--- src/rtl/dtw_core_ctrl.sv ---
`timescale 1ns/1ps
// dtw_core_ctrl: loads one query squiggle, streams reference words into the DTW datapath
// and holds its minimum cost/position result. Define DTW_CTRL_HIT_EN to register result_hit.
module dtw_core_ctrl #(
    parameter int width    = 16,
    parameter int SQG_SIZE = 10,
    parameter int ADDR_W   = 20
) (
    input  logic              clk,
    input  logic              rst_n,
    input  logic              start,
    input  logic [31:0]       ref_len,
    input  logic [width-1:0]  threshold,
    output logic              busy,
    input  logic              sqg_valid,
    output logic              sqg_ready,
    input  logic [width-1:0]  sqg_data,
    output logic              ref_rd_en,
    output logic [ADDR_W-1:0] ref_addr,
    input  logic [width-1:0]  ref_rdata,
    output logic              dp_rst,
    output logic              dp_running,
    output logic [width-1:0]  dp_squiggle,
    output logic [width-1:0]  dp_rword,
    output logic [31:0]       dp_ref_len,
    input  logic [width-1:0]  dp_minval,
    input  logic [31:0]       dp_position,
    input  logic              dp_done,
    output logic              result_valid,
    input  logic              result_ready,
    output logic [width-1:0]  result_minval,
    output logic [31:0]       result_position,
    output logic              result_hit
);

    localparam int IDX_W = (SQG_SIZE > 1) ? $clog2(SQG_SIZE) : 1;

    typedef enum logic [2:0] {ST_IDLE, ST_LOAD, ST_RUN, ST_FLUSH, ST_DONE} state_e;
    typedef enum logic [1:0] {RW_ZERO, RW_MEM, RW_ONES} rword_e;

    state_e            state_q, state_d;
    logic [IDX_W-1:0]  idx_q, idx_d;
    logic [31:0]       run_cnt_q, run_cnt_d;
    logic [31:0]       len_q, len_d;
    logic [width-1:0]  sqg_buf_q [SQG_SIZE];
    logic              sqg_acc;
    logic              hit_cmp;
    logic [IDX_W-1:0]  sq_idx;

    logic              ref_rd_en_q, ref_rd_en_d;
    logic [ADDR_W-1:0] ref_addr_q, ref_addr_d;
    logic              dp_running_q, dp_running_d;
    logic [width-1:0]  dp_squiggle_q, dp_squiggle_d;
    rword_e            rword_mode_q, rword_mode_d;
    logic [31:0]       dp_ref_len_q, dp_ref_len_d;
    logic              result_valid_q, result_valid_d;
    logic [width-1:0]  result_minval_q, result_minval_d;
    logic [31:0]       result_position_q, result_position_d;
    logic              result_hit_q, result_hit_d;

    assign sqg_ready = (state_q == ST_LOAD);
    assign busy      = (state_q != ST_IDLE);
    assign dp_rst    = (state_q == ST_IDLE) || (state_q == ST_LOAD);
    assign sqg_acc   = sqg_valid && sqg_ready;

`ifdef DTW_CTRL_HIT_EN
    assign hit_cmp = (dp_minval < threshold);
`else
    logic unused_threshold;
    assign unused_threshold = ^threshold;
    assign hit_cmp          = 1'b0;
`endif

    // NOTE: sequential state uses non-blocking assignments so every flop samples pre-edge values.
    always_ff @(posedge clk or negedge rst_n) begin
        if (!rst_n) begin
            state_q           <= ST_IDLE;
            idx_q             <= '0;
            run_cnt_q         <= '0;
            len_q             <= '0;
            ref_rd_en_q       <= 1'b0;
            ref_addr_q        <= '0;
            dp_running_q      <= 1'b0;
            dp_squiggle_q     <= '0;
            rword_mode_q      <= RW_ZERO;
            dp_ref_len_q      <= '0;
            result_valid_q    <= 1'b0;
            result_minval_q   <= '0;
            result_position_q <= '0;
            result_hit_q      <= 1'b0;
        end else begin
            state_q           <= state_d;
            idx_q             <= idx_d;
            run_cnt_q         <= run_cnt_d;
            len_q             <= len_d;
            ref_rd_en_q       <= ref_rd_en_d;
            ref_addr_q        <= ref_addr_d;
            dp_running_q      <= dp_running_d;
            dp_squiggle_q     <= dp_squiggle_d;
            rword_mode_q      <= rword_mode_d;
            dp_ref_len_q      <= dp_ref_len_d;
            result_valid_q    <= result_valid_d;
            result_minval_q   <= result_minval_d;
            result_position_q <= result_position_d;
            result_hit_q      <= result_hit_d;
        end
    end

    // NOTE: the sample buffer has no reset; the load index is what makes stale samples irrelevant.
    always_ff @(posedge clk) begin
        if (sqg_acc) begin
            sqg_buf_q[idx_q] <= sqg_data;
        end
    end

    // NOTE: every comb output gets a default first so no path can infer a latch.
    always_comb begin
        state_d   = state_q;
        idx_d     = idx_q;
        run_cnt_d = run_cnt_q;
        len_d     = len_q;
        unique case (state_q)
            ST_IDLE: begin
                if (start) begin
                    len_d   = ref_len;
                    idx_d   = '0;
                    state_d = (ref_len == 32'd0) ? ST_DONE : ST_LOAD;
                end
            end
            ST_LOAD: begin
                if (sqg_acc) begin
                    if (idx_q == IDX_W'(SQG_SIZE - 1)) begin
                        state_d   = ST_RUN;
                        run_cnt_d = '0;
                    end else begin
                        idx_d = idx_q + 1'b1;
                    end
                end
            end
            ST_RUN: begin
                run_cnt_d = run_cnt_q + 32'd1;
                if (dp_done) state_d = ST_FLUSH;
            end
            ST_FLUSH: state_d = ST_DONE;
            ST_DONE:  if (result_ready) state_d = ST_IDLE;
            default:  state_d = ST_IDLE;
        endcase
    end

    // Registered outputs are computed from the next state so they line up with the state they describe.
    always_comb begin
        ref_rd_en_d       = 1'b0;
        ref_addr_d        = '0;
        dp_running_d      = 1'b0;
        dp_squiggle_d     = '0;
        rword_mode_d      = RW_ZERO;
        dp_ref_len_d      = dp_ref_len_q;
        result_valid_d    = (state_d == ST_DONE);
        result_minval_d   = result_minval_q;
        result_position_d = result_position_q;
        result_hit_d      = result_hit_q;
        sq_idx            = IDX_W'(run_cnt_d - 32'd1);

        if (state_q == ST_IDLE && start) dp_ref_len_d = ref_len + 32'(SQG_SIZE);

        if (state_d == ST_RUN || state_d == ST_FLUSH) begin
            dp_running_d = 1'b1;
            rword_mode_d = RW_ONES;
        end
        if (state_d == ST_RUN) begin
            ref_rd_en_d = (run_cnt_d < len_q);
            ref_addr_d  = run_cnt_d[ADDR_W-1:0];
            if (run_cnt_d != 32'd0 && run_cnt_d <= len_q) rword_mode_d = RW_MEM;
            if (run_cnt_d != 32'd0 && run_cnt_d <= 32'(SQG_SIZE)) dp_squiggle_d = sqg_buf_q[sq_idx];
        end

        if (state_d == ST_DONE && state_q != ST_DONE) begin
            if (state_q == ST_IDLE) begin
                result_minval_d   = '1;
                result_position_d = '0;
                result_hit_d      = 1'b0;
            end else begin
                result_minval_d   = dp_minval;
                result_position_d = dp_position;
                result_hit_d      = hit_cmp;
            end
        end
    end

    // ref_rdata is already the memory's output register; re-flopping it would skew words by a cycle.
    always_comb begin
        unique case (rword_mode_q)
            RW_MEM:  dp_rword = ref_rdata;
            RW_ONES: dp_rword = '1;
            default: dp_rword = '0;
        endcase
    end

    assign ref_rd_en       = ref_rd_en_q;
    assign ref_addr        = ref_addr_q;
    assign dp_running      = dp_running_q;
    assign dp_squiggle     = dp_squiggle_q;
    assign dp_ref_len      = dp_ref_len_q;
    assign result_valid    = result_valid_q;
    assign result_minval   = result_minval_q;
    assign result_position = result_position_q;
    assign result_hit      = result_hit_q;

endmodule

--- config.mk ---
export PLATFORM = sky130hd
export DESIGN_NAME = dtw_core_ctrl
export DESIGN_NICKNAME = d
export VERILOG_FILES = /design/src/rtl/dtw_core_ctrl.sv
export SDC_FILE = /design/constraint.sdc
export NUM_CORES = 1
export LEC_CHECK = 0
export ABC_AREA = 1
export BUFFER_PORTS_ARGS = -buffer_cell sky130_fd_sc_hd__buf_2
export CORE_UTILIZATION = 46
export CTS_BUF_LIST = sky130_fd_sc_hd__clkbuf_4
export CTS_CLUSTER_SIZE = 14
export DETAILED_ROUTE_END_ITERATION = 8
export HOLD_SLACK_MARGIN = 0.12
export PLACE_DENSITY = 0.65
export SETUP_SLACK_MARGIN = 0.1
export SYNTH_ARGS = -nofsm -noshare
export SYNTH_HDL_FRONTEND = slang
export SYNTH_SLANG_ARGS = --single-unit
--- constraint.sdc ---
create_clock -name clk -period 4.6 [get_ports clk]
set_input_delay 0.69 -clock clk [delete_from_list [all_inputs] [get_ports clk]]
set_output_delay 0.69 -clock clk [all_outputs]
set_load 0.01 [all_outputs]
# == Word-level counts from Yosys, hierarchy flattened ==
# Memory sizes are Yosys's and may differ from the RTL's.
# Index checks and enable logic that the tools add are counted.
# totals
output_inout_bits,139
ff_bits,192
elab_cells,76
ramBits,160
input_bits,134
n_memories,1
# mem_list
name,words,width,rd,rd_ports_with_merged_regs,write_ports,line,source
sqg_buf_q,10,16,1,0,1,45,logic [width-1:0] sqg_buf_q [SQG_SIZE];
# classes
addsub,4
order_cmp,3
mux,27
reduce_logical,14
n_eq_ne,14
# ops
op,n
two-way mux 32 bit,3
one-hot mux 32 bit (2 select lines),1
two-way mux 16 bit,3
adder 32 x 1 -> 32 bit (second input constant),1
adder 32 x 4 -> 32 bit (second input constant),1
less-or-equal comparator 32 bit,1
less-or-equal comparator 32 x 4 -> 1 bit (second input constant),1
logical NOT 32 bit,1
< comparator 32 bit,1
one-hot mux 16 bit (2 select lines),1
nonzero test 32 bit,1
two-way mux 20 bit,1
two-way mux 3 bit,6
one-hot mux 3 bit (5 select lines),1
equality test 3 x 2 -> 1 bit (second input constant),4
two-way mux 4 bit,3
one-hot mux 4 bit (2 select lines),1
equality test 3 bit (second input constant),2
two-way mux 2 bit,3
logical AND 1 bit,5
adder 4 x 1 -> 4 bit (second input constant),1
equality test 4 bit (second input constant),1
two-way mux 1 bit,4
!= test 2 bit (second input constant),2
12 further kinds,13

# == Longest topological paths before layout ==
# Gate-level depths: netlist of run 1.
# logic_depth
depth_word,9
depth_mapped,22
mapped_depth_nobuf,21

# == Least setup slack after synthesis of run 1 ==
# OpenSTA, ideal clock, no wires.
# synth_path
path_kind,input to register
start,input sqg_valid
end,memory sqg_buf_q[8][0] (enable)
cell_stages,4
required_ns,4.170
setup_slack_ns,1.481
t_arrival_ns,2.688
path_cell_list,inv_1 -> nor2_4 -> clkinv_1 -> nor4_1
# synth_between
elab_chain_len,3
# synth_lines
element,line,source
from (decl),15,"input logic sqg_valid,"
logical AND 1 bit,64,assign sqg_acc = sqg_valid && sqg_ready;
two-way mux 1 bit,111,if (sqg_acc) begin
two-way mux 1 bit (not written as such),112,sqg_buf_q[idx_q] <= sqg_data;
to (decl),45,
# Every way passes these cells.

# == Worst setup path in the final report of run 1 ==
# layout_path
start,register idx_q[1]
end,register rword_mode_q[1]
# layout_between
elab_chain_len,9
word_cells_on_any_way,16
# layout_lines
element,line,source
from (decl),42,"logic [IDX_W-1:0] idx_q, idx_d;"
from (signal assigned),93,idx_q <= idx_d;
equality test 4 bit *,132,if (idx_q == IDX_W'(SQG_SIZE - 1)) begin
two-way mux 3 bit *,132,
two-way mux 3 bit *,131,if (sqg_acc) begin
one-hot mux 3 bit (5 select lines) *,122,unique case (state_q)
named net state_d[1],41,"state_e state_q, state_d;"
"equality test 3 x 2 -> 1 bit, on equally long branches","166, 170",
logical OR 1 bit,166,if (state_d == ST_RUN || state_d == ST_FLUSH) begin
two-way mux 2 bit,166,
two-way mux 2 bit,173,if (run_cnt_d != 32'd0 && run_cnt_d <= len_q) rword_mode_d = RW_MEM;
two-way mux 2 bit *,170,if (state_d == ST_RUN) begin
named net rword_mode_d[1],54,"rword_e rword_mode_q, rword_mode_d;"
to (signal assigned),100,rword_mode_q <= rword_mode_d;
to (decl),54,
# Mark *: on every way through the listed nets, which the timed path passes. The rest lies on a longest branch.
# A chain may end at the register's enable or synchronous reset.

==> impl_metrics.env, run 1 <==
export IMPL_maxSlewViolCount=0
export IMPL_gp_congestion=0.8797
export IMPL_die_area_mm2=0.03611
export IMPL_cp_cell_sequence="inv_1 -> ha_1 -> inv_1 -> nor3_4 -> nand2_4 -> nand2_8 -> nand2_1 -> o21ai_4 -> buf_4 -> ha_1 -> inv_1 -> a21oi_1 -> o21a_1 -> nor2_1 -> o21ai_0 -> nand2_1 -> nand2_1 -> nand2_1 -> a21oi_1 -> a21oi_1"
export IMPL_h_tree_depth=3
export IMPL_crit_fanout=61
export IMPL_ys_seq_area_share_pct=58.93
export IMPL_clk_path_buf_depth=3
export IMPL_gr_total_overflow=0
export IMPL_grt_total_usage_pct=24.56
export IMPL_ir_drop_mv=0.3379
export IMPL_nNetsFinal=2240
export IMPL_cts_setup_buffers=0
export IMPL_worst_slew_pin_slew_ns=1.148
export IMPL_antenna_found_initial=4
export IMPL_end_kind="flip-flop"
export IMPL_drt_wl_total_mm=44.10
export IMPL_cts_sinks=351
export IMPL_synth_cells=1769
export IMPL_setup_tns_ns=0
export IMPL_clock_skew_ns=0.04440
export IMPL_synth_cell_types=46
export IMPL_wl_per_cell_um=17.03
export IMPL_io_buffers=255
export IMPL_fin_crit_sh_pct=84.18
export IMPL_max_freq_mhz=258.2
export IMPL_cts_made_buffers=90
export IMPL_synth_edf_count=160
export IMPL_clock_latency_ns=0.75
export IMPL_drt_pass1_iterations=5
export IMPL_grt_pass1_vias=12480
export IMPL_slowest_stage="buf_4"
export IMPL_syn_num_nets=1945
export IMPL_vias=13350
export IMPL_synth_area_mm2=0.01626
export IMPL_yosys_warnings=0
export IMPL_antenna_left=0
export IMPL_cts_resized=0
export IMPL_finalPower_mw=11.76
export IMPL_yosys_area_top_type_share_pct=29.54
export IMPL_yosys_area_top_type="edfxtp_1"
export IMPL_synthTopCellsByArea="edfxtp_1 (30%), dfrtp_1 (29%), nand2_1 (11%)"
export IMPL_hold_viol=0
export IMPL_initial_core_util_pct=46.97
export IMPL_final_seq_area_mm2=0.009584
export IMPL_path_class="reg2reg"
export IMPL_p_leak_nw=8.990
export IMPL_holdBufCountCts=1
export IMPL_max_slew_margin_rel_pct=23.24
export IMPL_drt_iter0_drc=877
export IMPL_min_period_ns=3.872
export IMPL_root_buffer="clkbuf_4"
export IMPL_rows=68
export IMPL_core_area_mm2=0.03463
export IMPL_grt_pass1_wl_mm=68.23
export IMPL_die_y_um=190.0
export IMPL_worstPathRequired_ns=5.21
export IMPL_drc_errors=0
export IMPL_rsz0062_at_grt="no"
export IMPL_setup_violations_final=0
export IMPL_layout_drive_gt1_share_pct=21.37
export IMPL_hold_path_class="in2reg"
export IMPL_synthTopCellsByCount="nand2_1 (472), nand3_1 (214), dfrtp_1 (191)"
export IMPL_p_per_area_mw_per_mm2=612.8
export IMPL_ys_seq_elements=351
export IMPL_postLayoutCoreUtil_pct=55.43
export IMPL_synthToLayoutAreaGrowth_pct=18.02
export IMPL_post_drt_via_cell_ratio=5.156
export IMPL_status="finished, final reports clean"
export IMPL_synth_most_common_cell="nand2_1"
export IMPL_grt_max_degree=93
export IMPL_syn_avg_cell_area_um2=9.194
export IMPL_place_hpwl_mm=29.77
export IMPL_arrival_ns=4.48
export IMPL_slowest_delay_ns=0.67
export IMPL_async_flop_share_pct=54.42
export IMPL_start_kind="flip-flop"
export IMPL_num_io_pins=273
export IMPL_clkTransAtPathRegs_ns=0.06
export IMPL_multi_input_area_mm2=0.005751
export IMPL_fill_cells=3188
export IMPL_fp_dieW_um=190.0
export IMPL_ys_flop_type="dfrtp_1"
export IMPL_path_common_cell="nand2_1"
export IMPL_cts_tree="yes"
export IMPL_drv_cap=0
## cells in the final DEF, fill, tap and decap left out, types with 33 or more instances in the layout
cell / Yosys / final
nand3_1: 214 / 214
inv_1: 186 / 186
o21ai_0: 74 / 74
ha_1: 42 / 42
nor2_1: 130 / 130
buf_2: 14 / 254
clkbuf_4: 0 / 134
nand4_1: 33 / 33
a21oi_1: 74 / 74
edfxtp_1: 160 / 160
dfrtp_1: 191 / 191
nand2_1: 472 / 471
## routing by layer
metal	part of all wire [%]	GRT usage (%)	routed length, um	up-vias
met3	7.0	5.257	3066	56
met5	0	0	0	-
met1	46	34.18	20180	6290
met2	46	38.59	20220	450
li1	-	-	-	6554
met4	1.4	7.196	636	0
## state kept, by name (all words and copies together) (netlist names), 2 cells and up
register,cells
dp_ref_len,31
dp_squiggle,16
idx_q,4
len_q,32
ref_addr,20
result_minval,16
result_position,32
run_cnt_q,32
rword_mode_q,2
sqg_buf_q,160
state_q,3
## critical path, delay by kind of cell (launching register included)
family	cells	cell delay, ns
flops	1	0.41
buf+inv	4	0.94
simple gates	8	0.86
fa+ha+maj	2	0.42
compound gates	6	1.07
## through the flow
| stage | instance area, um2 | setup slack [ns] | hold WS (ns) | cells |
|---|---|---|---|---|
| after CTS | 19180 | 0.7166 | 0.1220 | 2584 |
| after global placement | 18060 | 0.6880 | 0.4592 | 2426 |
| after detailed placement | 18060 | 0.7142 | 0.4599 | 2426 |
| final | 19190 | 0.7278 | 0.1766 | 2589 |
| after global routing | 19190 | 0.3151 | 0.1331 | 2587 |
| after floorplan | 16260 | 1.481 | 0.3944 | 1769 |
## power breakdown
group	switching (mW)	internal [mW]
Clock	1.25	1.33
Combinational	3.12	1.54
Sequential	0.452	4.08
Total	4.82	6.95
## logic make-up (layout without fill, tap and decap cells)
group	count (synthesis)	after routing	share of synthesized area, %
compound gates	204	204	7.185
flops	351	351	58.93
fa+ha+maj	42	42	3.231
buf+inv	264	624	6.408
xor+xnor	3	3	0.1616
simple gates	904	904	24.06
other cells	1	6	0.02306
## worst paths after layout
check / start / end / slack [ns] / cells past startpoint
worst min-delay path: result_ready / result_valid / 0.18 / 2
min in group asynchronous: rst_n / dp_ref_len[30] / 0.56 / 2
worst min register to register: dp_ref_len[23] / dp_ref_len[23] / 0.48 / 2
worst max register to register: idx_q[1] / rword_mode_q[1] / 0.73 / 20
worst max-delay path: idx_q[1] / rword_mode_q[1] / 0.73 / 20
max in group asynchronous: rst_n / len_q[14] / 3.02 / 3
## area by class of cell
cell class	instances	area share (%)
inverters	193	3.774
well taps	455	2.966
diodes	5	0.06518
clock buffers	134	5.241
repair buffers	274	7.516
multi-input cells	1154	29.96
flip-flops and latches	351	49.93
clock inverters	23	0.5476
(Power assumes the default switching activity.)
==> inputs of run 2 (changes only) <==
ABC_AREA = 0   (was 1)
PLACE_DENSITY = 0.66   (was 0.65)
clock period = 3.7 ns   (was 4.6 ns; I/O delays follow)
==> impl_metrics.env, run 2 <==
export IMPL_status="finished, final reports clean"
export IMPL_antenna_found_initial=1
export IMPL_postLayoutCoreUtil_pct=60.95
export IMPL_clkTransAtPathRegs_ns=0.07
export IMPL_layout_commonest_cell="buf_2"
export IMPL_fin_crit_sh_pct=94.50
export IMPL_arrival_ns=4.14
export IMPL_synthTopCellsByArea="edfxtp_1 (31%), dfrtp_1 (31%), mux4_2 (4.7%)"
export IMPL_end_kind="flip-flop"
export IMPL_synth_cells=1248
export IMPL_layout_drive_gt1_share_pct=32.19
export IMPL_wl_per_cell_um=18.82
export IMPL_initial_core_util_pct=47.16
export IMPL_worstPathRequired_ns=4.34
export IMPL_yosys_area_top_type_share_pct=31.08
export IMPL_use_met1_pct=32.54
export IMPL_p_clk_share_pct=24.6
export IMPL_start_kind="flip-flop"
export IMPL_hold_path_class="in2reg"
export IMPL_drv_cap=0
export IMPL_num_io_pins=273
export IMPL_drc_errors=0
export IMPL_core_area_mm2=0.03278
export IMPL_ys_flop_type="dfrtp_1"
export IMPL_power_internal_mw=9.036
export IMPL_crit_fanout=6
export IMPL_synth_area_mm2=0.01546
export IMPL_hold_viol=0
export IMPL_slowest_stage="dfrtp_1"
export IMPL_h_tree_depth=3
export IMPL_vias=11940
export IMPL_async_flop_share_pct=54.42
export IMPL_grt_pass1_vias=11800
export IMPL_path_class="reg2reg"
export IMPL_p_per_area_mw_per_mm2=692.5
export IMPL_ys_seq_area_share_pct=61.99
export IMPL_min_period_ns=3.496
export IMPL_setup_tns_ns=0
export IMPL_cts_sinks=351
export IMPL_max_freq_mhz=286.0
export IMPL_synth_cell_types=76
export IMPL_drt_pass1_iterations=5
export IMPL_grt_use_met3_pct=4.778
export IMPL_rows=66
export IMPL_hold_slack_ns=0.1720
export IMPL_grt_pass1_wl_mm=62.92
export IMPL_synthTopCellsByCount="dfrtp_1 (191), nand2_1 (165), edfxtp_1 (160)"
export IMPL_p_leak_nw=9.007
export IMPL_grt_max_degree=85
export IMPL_grt_busiest_layer="met2"
export IMPL_maxSlewViolCount=0
export IMPL_slowest_delay_ns=0.41
export IMPL_ys_seq_elements=351
export IMPL_io_buffers=255
export IMPL_cts_made_buffers=89
export IMPL_clk_path_buf_depth=3
export IMPL_cp_cell_sequence="buf_6 -> nand3_2 -> nor4_4 -> buf_6 -> nand3_4 -> o311ai_1 -> o41ai_2 -> ha_1 -> nand4_1 -> nor2_2 -> nand2_1 -> nor4_1 -> a21oi_1 -> a21oi_1 -> buf_4 -> nor2b_1"
export IMPL_clock_latency_ns=0.72
export IMPL_worst_path_buf_inv=3
export IMPL_top_register="sqg_buf_q"
export IMPL_root_buffer="clkbuf_4"
export IMPL_post_drt_via_cell_ratio=5.384
export IMPL_fp_dieW_um=185.3
export IMPL_setup_violations_final=0
export IMPL_place_hpwl_mm=26.41
export IMPL_yosys_warnings=0
export IMPL_pwr_share_comb_pct=35.8
export IMPL_die_y_um=185.3
export IMPL_rsz0062_at_grt="no"
export IMPL_yosys_area_top_type="edfxtp_1"
export IMPL_syn_avg_cell_area_um2=12.39
export IMPL_clock_skew_ns=0.03749
export IMPL_power_frac_seq_pct=39.6
export IMPL_drt_iter0_drc=887
export IMPL_max_slew_margin_rel_pct=18.26
export IMPL_layout_common_cells="buf_2 (254), dfrtp_1 (190), nand2_1 (164)"
export IMPL_synth_most_common_cell="dfrtp_1"
export IMPL_antenna_left=0
export IMPL_synthToLayoutAreaGrowth_pct=29.24
export IMPL_crit_family="simple AND/OR/NAND/NOR gates"
export IMPL_gr_total_overflow=0
export IMPL_ir_drop_mv=0.4828
export IMPL_fin_ws_ns=0.2036
export IMPL_drt_wl_total_mm=41.72
export IMPL_p_sw_mw=4.801
export IMPL_dp_slack_ns=0.1147
export IMPL_grtUsageMet2_pct=39.06
export IMPL_swShare_pct=34.70
export IMPL_grt_total_usage_pct=24.13
export IMPL_gp_congestion=0.8821
export IMPL_nNetsFinal=1877
export IMPL_syn_num_nets=1424
export IMPL_largest_reg_flops=160
export IMPL_die_area_mm2=0.03435
export IMPL_cts_tree="yes"
export IMPL_worst_slew_pin_slew_ns=1.226
export IMPL_synth_edf_count=160
[run 2: cell types whose count changed after synthesis, moves of 32 or more]
cell | previous run | this run
and3_1 | 0 | 38
mux4_2 | 0 | 32
nor2_1 | 130 | 53
nand3_1 | 214 | 38
nand2_1 | 472 | 165
inv_1 | 186 | 50
a22o_1 | 0 | 34
a21oi_1 | 74 | 41
[run 2: worst paths after layout]
check                                  endpoint           start  depth (start not counted)  slack [ns]
worst max-delay path            rword_mode_q[0]    run_cnt_q[8]                         16        0.20
worst min-delay path                  len_q[18]     ref_len[18]                          3        0.17
worst max register to register  rword_mode_q[0]    run_cnt_q[8]                         16        0.20
worst min register to register   dp_ref_len[19]  dp_ref_len[19]                          2        0.48
max in group asynchronous              len_q[3]           rst_n                          3        2.29
min in group asynchronous         run_cnt_q[30]           rst_n                          2        0.48
[run 2: cell families after synthesis]
logic type / share of synthesized area [%]
fa+ha+maj: 3.399
xor+xnor: 1.975
compound gates: 10.43
mux: 6.175
other cells: 0.02425
buf+inv: 3.164
simple gates: 12.84
flops: 61.99
[run 2: worst min-delay path: stages]
cell and delay [ns]:
buf_2 0.14, nand2_1 0.06, o21ai_0 0.06
[run 2: metrics by stage]
stage               instance area, um2  total power [mW]  std cells
finish                           19980             13.84       2217
detailed placement               17660             10.27       1954
global placement                 17660             10.14       1954
CTS                              19750             13.81       2206
floorplan                        15460             8.415       1248
global route                     19980             14.80       2217
[run 2: routing by layer]
| metal | routed length, um | up-vias |
|---|---|---|
| met5 | 0 | - |
| met4 | 714 | 0 |
| met3 | 2695 | 54 |
| met2 | 19560 | 430 |
| met1 | 18760 | 5889 |
| li1 | - | 5563 |
[run 2: cell type report]
cell class                 instances  area (um2)
timing repair buffer             428        2880
tap                              442       553.0
multi-input combinational        779        5558
inverter                          52       195.2
fill                            2679       12800
sequential                       351        9585
antenna                            1       2.502
clock inverter                    20       126.4
clock buffer                     144        1081
[run 2: what timing repair did]
| item | 4_1_cts | 5_1_grt |
|---|---|---|
| hold endpoints to repair | 311 | 0 |
| gates cloned | 0 | 2 |
| setup buffers | 0 | 8 |
| hold buffers | 88 | 0 |
| pin swaps | 1 | 7 |
| setup endpoints to repair | 1 | 19 |
| gates resized for setup | 0 | 40 |
[run 2: power groups by stage]
stage                     sequential, mW  combinational (mW)  clock, mW
after floorplan                     5.62                2.80          0
after global placement              5.49                4.65          0
after detailed placement            5.52                4.76          0
after CTS                           5.45                4.85       3.52
after global routing                5.58                5.49       3.73
final                               5.48                4.95       3.40
==> inputs of run 3 (changes only) <==
CAP_MARGIN = 20   (was default)
clock period = 4.1 ns   (was 3.7 ns; I/O delays follow)
==> impl_metrics.env, run 3 (synthesized netlist as in run 2, its figures left out) <==
export IMPL_drt_iter0_drc=932
export IMPL_drv_cap=0
export IMPL_num_io_pins=273
export IMPL_root_buffer="clkbuf_4"
export IMPL_cts_made_buffers=88
export IMPL_core_area_mm2=0.03278
export IMPL_rows=66
export IMPL_hold_viol=0
export IMPL_slowest_delay_ns=0.52
export IMPL_dp_slack_ns=0.2814
export IMPL_post_drt_via_cell_ratio=5.368
export IMPL_gr_total_overflow=0
export IMPL_drt_pass1_iterations=6
export IMPL_crit_cells=12
export IMPL_wl_per_cell_um=18.55
export IMPL_cts_sinks=351
export IMPL_h_tree_depth=3
export IMPL_rsz0062_at_grt="no"
export IMPL_path_common_cell="a21oi_1"
export IMPL_min_period_ns=3.687
export IMPL_layout_drive_gt1_share_pct=29.62
export IMPL_die_area_mm2=0.03435
export IMPL_stdcell_area_mm2=0.01948
export IMPL_worst_slew_pin_slew_ns=1.083
export IMPL_die_y_um=185.3
export IMPL_largest_reg_flops=160
export IMPL_io_buffers=255
export IMPL_layout_commonest_cell="buf_2"
export IMPL_antenna_left=0
export IMPL_fin_ws_ns=0.4127
export IMPL_stdcell_count=2170
export IMPL_max_freq_mhz=271.2
export IMPL_fp_dieW_um=185.3
export IMPL_setup_tns_ns=0
export IMPL_worstReg2RegEnd="rword_mode_q[1]"
export IMPL_cp_cell_sequence="or3b_1 -> nor4_1 -> mux2i_1 -> ha_1 -> a21oi_1 -> nor2b_1 -> o211ai_1 -> a31oi_1 -> o311ai_1 -> a21oi_1 -> a21oi_1 -> a21oi_1"
export IMPL_nNetsFinal=1831
export IMPL_grt_pass1_vias=11360
export IMPL_status="finished, final reports clean"
export IMPL_p_per_area_mw_per_mm2=626.0
export IMPL_grt_max_degree=80
export IMPL_fin_crit_sh_pct=89.93
export IMPL_p_leak_nw=8.714
export IMPL_ir_drop_mv=0.3237
export IMPL_arrival_ns=4.29
export IMPL_fill_cells=2666
export IMPL_p_sw_mw=4.209
export IMPL_place_area_mm2=0.01734
export IMPL_p_clk_share_pct=25.2
export IMPL_place_inst=1918
export IMPL_setup_violations_final=0
export IMPL_slowest_stage="or3b_1"
export IMPL_crit_end="rword_mode_q[1]"
export IMPL_gp_congestion=0.9103
export IMPL_start_kind="flip-flop"
export IMPL_clock_skew_ns=0.04515
export IMPL_worst_path_buf_inv=0
export IMPL_layout_common_cells="buf_2 (254), dfrtp_1 (191), nand2_1 (165)"
export IMPL_worstPathRequired_ns=4.70
export IMPL_pwr_share_comb_pct=34.0
export IMPL_maxSlewViolCount=0
export IMPL_power_frac_seq_pct=40.8
export IMPL_clkTransAtPathRegs_ns=0.07
export IMPL_crit_family="compound AO/OA/AOI/OAI gates"
export IMPL_synthToLayoutAreaGrowth_pct=26.03
export IMPL_hold_path_class="in2reg"
export IMPL_initial_core_util_pct=47.16
export IMPL_drt_wl_total_mm=40.26
export IMPL_swShare_pct=34.51
export IMPL_crit_start="state_q[0]"
export IMPL_place_hpwl_mm=25.63
export IMPL_vias=11650
export IMPL_max_slew_margin_rel_pct=27.58
export IMPL_reg2reg_depth=12
export IMPL_grt_total_usage_pct=23.42
export IMPL_grt_pass1_wl_mm=60.71
export IMPL_top_register="sqg_buf_q"
export IMPL_clock_latency_ns=0.75
export IMPL_path_class="reg2reg"
export IMPL_power_internal_mw=7.988
export IMPL_end_kind="flip-flop"
export IMPL_antenna_found_initial=3
export IMPL_clk_path_buf_depth=3
export IMPL_r2r_slack_ns=0.41
export IMPL_drc_errors=0
export IMPL_reg2reg_from="state_q[0]"
export IMPL_crit_fanout=8
export IMPL_cts_tree="yes"
==> run 3: per-layer routing <==
layer  wire, um  vias up  GRT usage [%]
met2      18440      497          36.73
met5          0        -              0
met3       3337       68          4.955
li1           -     5481              -
met4        883        0          9.488
met1      17590     5602          31.71
==> run 3: final cells by class <==
cell class              instances  area (um2)  share of cell area, %
diodes                          3       7.507                0.03853
repair buffers                384        2499                  12.82
well taps                     442       553.0                  2.838
flip-flops and latches        351        9584                  49.19
clock inverters                21       160.2                 0.8219
multi-input cells             778        5443                  27.93
inverters                      52       195.2                  1.002
clock buffers                 139        1044                  5.355
==> run 3: power by group through the flow <==
stage	clock network (mW)	logic, mW	registers [mW]
6_report	3.08	4.15	4.97
5_1_grt	3.35	4.60	5.06
4_1_cts	3.18	4.16	4.95
3_5_place_dp	0	4.08	5.01
3_3_place_gp	0	3.99	4.99
2_1_floorplan	0	2.52	5.07
==> run 3: worst reg2reg max path, cell delays in order (launching register included) <==
cell	delay (ns)
dfrtp_1	0.38
or3b_1	0.52
nor4_1	0.38
mux2i_1	0.52
ha_1	0.35
a21oi_1	0.15
nor2b_1	0.06
o211ai_1	0.18
a31oi_1	0.12
o311ai_1	0.35
a21oi_1	0.16
a21oi_1	0.26
a21oi_1	0.13
==> run 3: worst min-delay path by stage <==
stage                              start             end  slack, ns  cells after the start
after CTS                    ref_len[25]       len_q[25]       0.12                      3
after global placement    dp_ref_len[22]  dp_ref_len[22]       0.46                      2
after detailed placement   dp_ref_len[2]   dp_ref_len[2]       0.47                      2
after global routing         ref_len[28]       len_q[28]       0.17                      3
final                        ref_len[25]       len_q[25]       0.21                      3
after floorplan                    rst_n  dp_ref_len[10]       0.32                      0
==> run 3: what timing repair did <==
item | 4_1_cts | 5_1_grt
endpoints found under the setup margin | 0 | 2
hold endpoints to repair | 304 | 0
gates resized for setup | 0 | 8
hold buffers | 85 | 0
buffers inserted | 0 | 3
==> run 3: through the flow <==
stage	power, mW	hold slack [ns]	util, %
4_1_cts	12.29	0.1228	59.15
6_report	12.20	0.2099	59.43
2_1_floorplan	7.594	0.3194	-
3_3_place_gp	8.980	0.4596	52.88
3_5_place_dp	9.083	0.4664	52.88
5_1_grt	13.01	0.1663	59.43
